**config.mk**
```make
export PLATFORM = sky130hd
export DESIGN_NAME = bmac_dot_ctrl
export DESIGN_NICKNAME = d
export VERILOG_FILES = /design/src/rtl/bmac_dot_ctrl.sv
export SDC_FILE = /design/constraint.sdc
export NUM_CORES = 1
export LEC_CHECK = 0
export ABC_AREA = 1
export CAP_MARGIN = 20
export CELL_PAD_IN_SITES_DETAIL_PLACEMENT = 2
export CELL_PAD_IN_SITES_GLOBAL_PLACEMENT = 2
export CORE_MARGIN = 4
export CORE_UTILIZATION = 26
export CTS_CLUSTER_SIZE = 28
export DETAILED_ROUTE_END_ITERATION = 8
export PLACE_DENSITY = 0.88
export SYNTH_ARGS = -nofsm -noshare
export SYNTH_HDL_FRONTEND = slang
export SYNTH_SLANG_ARGS = --single-unit
```
**constraint.sdc**
```tcl
create_clock -name clk -period 8 [get_ports clk]
set_input_delay 1.6 -clock clk [delete_from_list [all_inputs] [get_ports clk]]
set_output_delay 1.6 -clock clk [all_outputs]
set_load 0.03 [all_outputs]
```
**src/rtl/bmac_dot_ctrl.sv**
```systemverilog
// bmac_dot_ctrl: sequences operand word pairs through an external XNOR stage,
// popcounts and accumulates the matches, then emits the signed (+1/-1) dot product.
// Latency: an N-word command gives out_valid 2 cycles after its last accepted word.
// Backpressure: in_ready only in RUN; the result is held in DONE until out_ready.
//
// Ports:
//   clk, rst               clock, synchronous active-high reset
//   start, vec_len, busy   command strobe (sampled in IDLE), word count, busy flag
//   in_valid/in_ready      operand pair handshake carrying act_in / wgt_in
//   xnor_in_0/1, xnor_out  registered operands to, and result from, the XNOR stage
//   out_valid/out_ready    result handshake carrying dot_out
module bmac_dot_ctrl #(
  parameter int IN_WIDTH  = 32,
  parameter int LEN_WIDTH = 8,
  parameter int ACC_WIDTH = 16
) (
  input  logic                 clk,
  input  logic                 rst,
  input  logic                 start,
  input  logic [LEN_WIDTH-1:0] vec_len,
  output logic                 busy,
  input  logic                 in_valid,
  output logic                 in_ready,
  input  logic [IN_WIDTH-1:0]  act_in,
  input  logic [IN_WIDTH-1:0]  wgt_in,
  output logic [IN_WIDTH-1:0]  xnor_in_0,
  output logic [IN_WIDTH-1:0]  xnor_in_1,
  input  logic [IN_WIDTH-1:0]  xnor_out,
  output logic                 out_valid,
  input  logic                 out_ready,
  output logic [ACC_WIDTH-1:0] dot_out
);

  localparam int PCW = $clog2(IN_WIDTH + 1);

  typedef enum logic [1:0] {IDLE, RUN, DRAIN, DONE} state_t;

  state_t               state;
  logic [LEN_WIDTH-1:0] len_q;
  logic [LEN_WIDTH-1:0] word_cnt;
  logic [ACC_WIDTH-1:0] acc;
  logic                 op_vld;   // xnor_in_0/1 hold a pair whose popcount is still owed
  logic [PCW-1:0]       pc;
  logic [ACC_WIDTH-1:0] acc_sum;
  logic [ACC_WIDTH-1:0] dot_calc;
  logic                 accept;

  always_comb begin
    pc = '0;
    for (int i = 0; i < IN_WIDTH; i++) begin
      pc = pc + PCW'(xnor_out[i]);
    end
  end

  assign acc_sum = acc + ACC_WIDTH'(pc);
  // matches count +1 and mismatches -1, so dot = 2*matches - total_bits
  assign dot_calc = (acc_sum << 1) - (ACC_WIDTH'(len_q) * ACC_WIDTH'(IN_WIDTH));

  assign busy      = (state != IDLE);
  assign in_ready  = (state == RUN);
  assign out_valid = (state == DONE);
  assign accept    = in_valid && (state == RUN);

  always_ff @(posedge clk) begin
    if (rst) begin
      state     <= IDLE;
      len_q     <= '0;
      word_cnt  <= '0;
      acc       <= '0;
      op_vld    <= 1'b0;
      xnor_in_0 <= '0;
      xnor_in_1 <= '0;
      dot_out   <= '0;
    end else begin
      case (state)
        IDLE: begin
          if (start) begin
            if (vec_len != '0) begin
              len_q    <= vec_len;
              word_cnt <= '0;
              acc      <= '0;
              op_vld   <= 1'b0;
              state    <= RUN;
            end else begin
              dot_out <= '0;
              state   <= DONE;
            end
          end
        end
        RUN: begin
          // popcount of the pair registered last cycle is folded in one cycle later
          if (op_vld) acc <= acc_sum;
          op_vld <= accept;
          if (accept) begin
            xnor_in_0 <= act_in;
            xnor_in_1 <= wgt_in;
            word_cnt  <= word_cnt + LEN_WIDTH'(1);
            if (word_cnt == len_q - LEN_WIDTH'(1)) state <= DRAIN;
          end
        end
        DRAIN: begin
          // last pair is always pending here
          acc     <= acc_sum;
          dot_out <= dot_calc;
          op_vld  <= 1'b0;
          state   <= DONE;
        end
        DONE: begin
          if (out_ready) state <= IDLE;
        end
        default: state <= IDLE;
      endcase
    end
  end

endmodule

```
## Word-level counts from Yosys, hierarchy flattened

Cells that the tools add are included.

| storage, ports and cells | value |
|---|---|
| output and inout bits | 83 |
| flip-flop bits (word level) | 115 |

| operators by class | value |
|---|---|
| reductions and logical operators | 14 |
| add/sub/neg operators | 35 |
| multiplexer cells | 20 |
| eq/ne operators | 11 |

Operators by type and width:

| kind | count |
|---|---|
| $add A6 B1 Y6 | 26 |
| $mux W16 | 5 |
| $pmux W16 S3 | 1 |
| $pmux W16 S2 | 1 |
| $mux W8 | 3 |
| $add A16 B6 Y16 | 1 |
| $pmux W8 S2 | 1 |
| $sub A16 B13 Y16 | 1 |
| $reduce_and A4 Y1 | 3 |
| $mux W2 | 5 |
| $reduce_and A3 Y1 | 3 |
| $add A8 B1 Y8 const B | 1 |
| $eq A8 B8 Y1 | 1 |
| $ne A2 B1 Y1 const B | 4 |
| $pmux W2 S4 | 1 |
| $reduce_bool A8 Y1 | 1 |
| $sub A8 B1 Y8 const B | 1 |
| $add A5 B1 Y6 | 1 |
| $ne A2 B2 Y1 const B | 3 |
| $reduce_bool A2 Y1 | 3 |
| $add A4 B1 Y5 | 1 |
| $add A3 B1 Y4 | 1 |
| $eq A2 B2 Y1 const B | 2 |
| $add A2 B1 Y3 | 1 |
| other kinds (8) | 9 |

## Depth between registers and ports, before layout

| depth | value |
|---|---|
| depth after elaboration | 34 |
| gate-level depth with buffers | 30 |
| gate-level depth less buffers | 30 |

## Least setup slack after synthesis

Ideal clock, no wire load.

| timing | value |
|---|---|
| kind | input -> register |
| start point | in xnor_out[0] |
| end point | reg dot_out[13] |
| stages | 23 |
| buffers on the path | 0 |
| setup slack | 0.819 ns |
| setup time | 0.070 ns |
| data arrival time | 7.111 ns |
| data required time | 7.930 ns |
| path through | fa_1 -> inv_1 -> fa_1 -> fa_1 -> fa_1 -> fa_1 -> fa_1 -> fa_1 -> fa_1 -> inv_1 -> nand2_1 -> a21oi_1 -> xnor2_1 -> ha_1 -> fa_1 -> inv_1 -> nand3_1 -> nand2_1 -> nand3_1 -> nand2_1 -> a21boi_0 -> o21ai_1 -> a21oi_1 |

| on the way | value |
|---|---|
| cells in the longest elaborated chain, start to end | 34 |

Ends and longest elaborated chain:

| item | RTL line | RTL |
|---|---|---|
| start: declaration | 28 | `input logic [IN_WIDTH-1:0] xnor_out,` |
| $add A1 B1 Y2 | 51 | `pc = pc + PCW'(xnor_out[i]);` |
| $add A2 B1 Y3 | 51 |  |
| $add A3 B1 Y4 | 51 |  |
| $add A4 B1 Y5 | 51 |  |
| $add A5 B1 Y6 | 51 |  |
| $add A6 B1 Y6 (26 in series) | 51 |  |
| $add A16 B6 Y16 | 55 | `assign acc_sum = acc + ACC_WIDTH'(pc);` |
| $sub A16 B13 Y16 | 57 | `assign dot_calc = (acc_sum << 1) - (ACC_WIDTH'(len_q) * ACC_WIDTH'(IN_WIDTH));` |
| $pmux W16 S2 | 75 | `case (state)` |
| end signal: assignment | 104 | `dot_out <= dot_calc;` |
| end: declaration | 31 | `output logic [ACC_WIDTH-1:0] dot_out` |

No other way between the ends.
A chain may end at the register's enable or synchronous reset.

## Final worst setup path

| timing | value |
|---|---|
| start point | in xnor_out[0] |
| end point | reg dot_out[15] |

Same word-level chain as after synthesis.

==> summary.txt <==
Run status
  • Result of the run: finished clean

Clocking
  • TritonCTS clock tree: done
  • TritonCTS Buffers: 17
  • Max clock buf depth: 2
  • Count of clock tree sinks: about 110
  • Count of buffers added by post-CTS timing repair for setup: 0
  • Root buffer cell: sky130_fd_sc_hd__clkbuf_16
  • Clock input transition at the sequential cells of the worst setup and hold paths: ~60 ps
  • Clock insertion delay at the later pin of the skew report: 430 ps
  • Cells resized by post-CTS repair: 0
  • H-tree levels: 4
  • Cts hold-fix bufs: 0

Placed design
  • Instance area at placement: roughly 0.0084 mm^2
  • Final weighted congestion in routability-driven placement: slightly below 0.8
  • Worst slack at placement: -173 ps
  • Post-detail-place hpwl: around 17 mm
  • Instance count after placement with tap cells included: ~1,300
  • Number of buffers inserted by port buffering: 190

Global routing
  • Antenna violations before repair: 0
  • Routing usage on met1: 0.190
  • Global router's overall resource usage: 0.183
  • Global routing met2 resource utilization: 0.337
  • Layer with the highest usage: met2
  • First-pass GRT wire length: approximately 38 mm
  • M3 GR Usage: 0.0845
  • Overflow left after global routing: 0
  • Largest net degree at the start of global routing: 76
  • Via count of the first global-routing pass: about 7,200

Route
  • Final antenna-violating net count: 0
  • Wire length per cell: roughly 17 um
  • Count of vias placed by the detailed router: 6,229
  • Initial detailed-routing violation count: between 150 and 200
  • Drt pass-1 iters: 4
  • Via/cell ratio: 4.55
  • DRC violations left: 0
  • Aggregate routed wire length: around 24 mm

Yosys
  • Number of enable-type register cells in the synthesized netlist: 0
  • Netlist area before placement: a little over 0.006 mm^2
  • Main synth FF type: sky130_fd_sc_hd__dfxtp_1
  • Syn Nets: between 1,000 and 1,500
  • Flip-flop and latch count after synthesis: about 110
  • FFs w/ async S/R, synth: 0
  • Cell count after synthesis: ~850
  • Sequential element share of the synthesized area: 0.364
  • Library cells used by synthesis: 43
  • Post-synthesis area per instance: approximately 7.3 um^2
  • Synthesis Warnings: 0

Critical path
  • Kind of end point of the critical path: flip-flop
  • Slowest stage delay, CP: between 500 and 600 ps
  • Worst reg2reg path startpoint: acc[0]$_SDFFE_PP0P_
  • CP endpoint: dot_out[15]$_SDFFE_PP0P_
  • Data arrival at the endpoint of the critical path: approximately 8000 ps
  • Cell depth of the worst flop-to-flop path: 27
  • Setup Crit Path Kind: input pin to flip-flop
  • Reg-to-Reg End: dot_out[15]$_SDFFE_PP0P_
  • First element of the critical path: xnor_out[0]
  • Standard cell with the maximum stage delay on the critical path: sky130_fd_sc_hd__fa_1
  • Register-to-Register Setup Slack: around 2100 ps
  • Crit path launch type: input pin
  • Worst path required time: roughly 8400 ps
  • Worst-path maximum fanout: 6

Die
  • Initial core utilization: 0.265
  • I/O pin count: roughly 190
  • Number of placement rows: between 50 and 60
  • Core region area: approximately 0.023 mm^2
  • Die Footprint: 0.0265 mm^2
  • Die Height: 163 um
  • Die outline width: 163 um

Timing
  • Max-slew violations: 0
  • Unrepaired setup endpoints after global routing: false
  • Tmin final: ~7600 ps
  • Maximum operating frequency: approximately 0.13 GHz
  • Endpoints failing hold: 0
  • Hold slack: ~470 ps
  • Count of endpoints failing setup in the final report: 0
  • Part of the cycle the worst path needs: 0.956
  • Max_slew headroom: 0.471
  • Final setup margin: 354 ps
  • Worst Tran Pin Value: about 800 ps
  • Layout Skew: 13.5 ps

Power
  • Pwr Density: 390 mW/mm^2
  • IR Drop Worst-Case VDD: roughly 0.22 mV
  • Leakage dissipation: 0.00379 uW

Finish
  • Number of non-filler instances in the completed layout: between 1,000 and 1,500
  • Post-synthesis to final-layout area growth: 45.1%
  • Total area of sequential cells: roughly 0.0023 mm^2
  • Final core occ: 0.384
  • Number of diodes added for antenna fixing: 0
  • Area taken by multi-input logic gates: roughly 0.0034 mm^2
  • Final Net Count: roughly 1,200
  • Layout cells sized above 1: 0.0676
  • Fill count: approximately 2,700
  • Area of all placed cells without fillers: 0.00902 mm^2

Worst hold path
  • Class of the tightest hold or removal check: flip-flop to flip-flop

Run
  • # Max-Cap Violations: 0
## cell type report
cell class / instances / area share
clock buffers: 18 / 0.0487
clock inverters: 14 / 0.0133
inverters: 111 / 0.0462
multi-input cells: 596 / 0.379
flip-flops and latches: 113 / 0.251
well taps: 319 / 0.0442
repair buffers: 199 / 0.218
## critical path: cells and delay by family
kind,cells,cell delay [ps]
buffers and inverters,5,680
and+or+nand+nor,12,1330
AOI/OAI and AO/OA,4,720
adders and majority gates,8,3650
## layer usage
metal,up-vias,wire length (um)
met3,22,2210
li1,3041,-
met2,151,12200
met5,-,0
met4,0,239
met1,3015,9180
## cells in the mapped netlist (2+ instances only)
cell type	n	area (um^2)
sky130_fd_sc_hd__a21o_1	2	15.0
sky130_fd_sc_hd__a21oi_1	54	270
sky130_fd_sc_hd__a22oi_1	2	15.0
sky130_fd_sc_hd__and2_1	2	12.5
sky130_fd_sc_hd__buf_1	2	7.51
sky130_fd_sc_hd__buf_2	5	25.0
sky130_fd_sc_hd__clkbuf_1	24	90.1
sky130_fd_sc_hd__dfxtp_1	113	2260
sky130_fd_sc_hd__fa_1	27	541
sky130_fd_sc_hd__ha_1	30	375
sky130_fd_sc_hd__inv_1	105	394
sky130_fd_sc_hd__inv_2	6	22.5
sky130_fd_sc_hd__nand2_1	142	533
sky130_fd_sc_hd__nand2_2	3	18.8
sky130_fd_sc_hd__nand3_1	31	155
sky130_fd_sc_hd__nand3_2	4	40.0
sky130_fd_sc_hd__nand4_1	4	25.0
sky130_fd_sc_hd__nor2_1	169	634
sky130_fd_sc_hd__nor2_2	5	31.3
sky130_fd_sc_hd__nor2_4	2	22.5
sky130_fd_sc_hd__o21ai_0	77	385
sky130_fd_sc_hd__o21ai_1	6	30.0
sky130_fd_sc_hd__or2_0	2	12.5
sky130_fd_sc_hd__or2_1	2	12.5
sky130_fd_sc_hd__xnor2_1	8	70.1
sky130_fd_sc_hd__xor2_1	9	78.8
## logic make-up after synthesis
family / after synthesis / share of synthesized area
compound gates: 148 / 0.124
flops: 113 / 0.364
fa+ha+maj: 57 / 0.147
simple gates: 372 / 0.247
xor+xnor: 18 / 0.0276
buf+inv: 144 / 0.0897
other cells: 1 / 0.000603
## how the worst min path moves through the flow
stage | from | endpoint | cells after the start
finish | dot_out[14]$_SDFFE_PP0P_ | dot_out[14]$_SDFFE_PP0P_ | 2
global route | dot_out[10]$_SDFFE_PP0P_ | dot_out[10]$_SDFFE_PP0P_ | 2
CTS | dot_out[14]$_SDFFE_PP0P_ | dot_out[14]$_SDFFE_PP0P_ | 2
detailed placement | dot_out[14]$_SDFFE_PP0P_ | dot_out[14]$_SDFFE_PP0P_ | 2
global placement | op_vld$_SDFFE_PP0P_ | op_vld$_SDFFE_PP0P_ | 2
floorplan | op_vld$_SDFFE_PP0P_ | op_vld$_SDFFE_PP0P_ | 2
## flip-flops by register name, indices dropped and copies added (netlist names)
register	count
xnor_in_0	32
xnor_in_1	32
acc	15
dot_out	15
len_q	8
word_cnt	8
state	2
op_vld	1
## per-stage QoR
stage / total power (uW) / TNS (ps)
CTS: 3540 / 0
floorplan: 2030 / 0
global route: 3820 / 0
finish: 3520 / 0
detailed placement: 2700 / -421
global placement: 2590 / 0
## cell usage in the layout (no fill, tap or decap), types with 4 or more instances in the layout
cell type                           n
sky130_fd_sc_hd__a21oi_1           53
sky130_fd_sc_hd__nand2_1          141
sky130_fd_sc_hd__nand2_2            4
sky130_fd_sc_hd__nor2_1           169
sky130_fd_sc_hd__buf_4              9
sky130_fd_sc_hd__inv_6              5
sky130_fd_sc_hd__dfxtp_1          113
sky130_fd_sc_hd__xnor2_1            7
sky130_fd_sc_hd__nand4_1            4
sky130_fd_sc_hd__inv_1            103
sky130_fd_sc_hd__nand3_1           31
sky130_fd_sc_hd__nand3_2            4
sky130_fd_sc_hd__o21ai_1            6
sky130_fd_sc_hd__ha_1              29
sky130_fd_sc_hd__inv_2              8
sky130_fd_sc_hd__clkbuf_16         17
sky130_fd_sc_hd__o21ai_0           77
sky130_fd_sc_hd__fa_1              26
sky130_fd_sc_hd__nor2_2             5
sky130_fd_sc_hd__clkdlybuf4s50_1  190
sky130_fd_sc_hd__xor2_1             9
## power breakdown
group / internal (uW) / switching, uW
clock: 414 / 326
sequential: 660 / 59.4
combinational: 745 / 1320
Power figures use the tool's default switching activity.
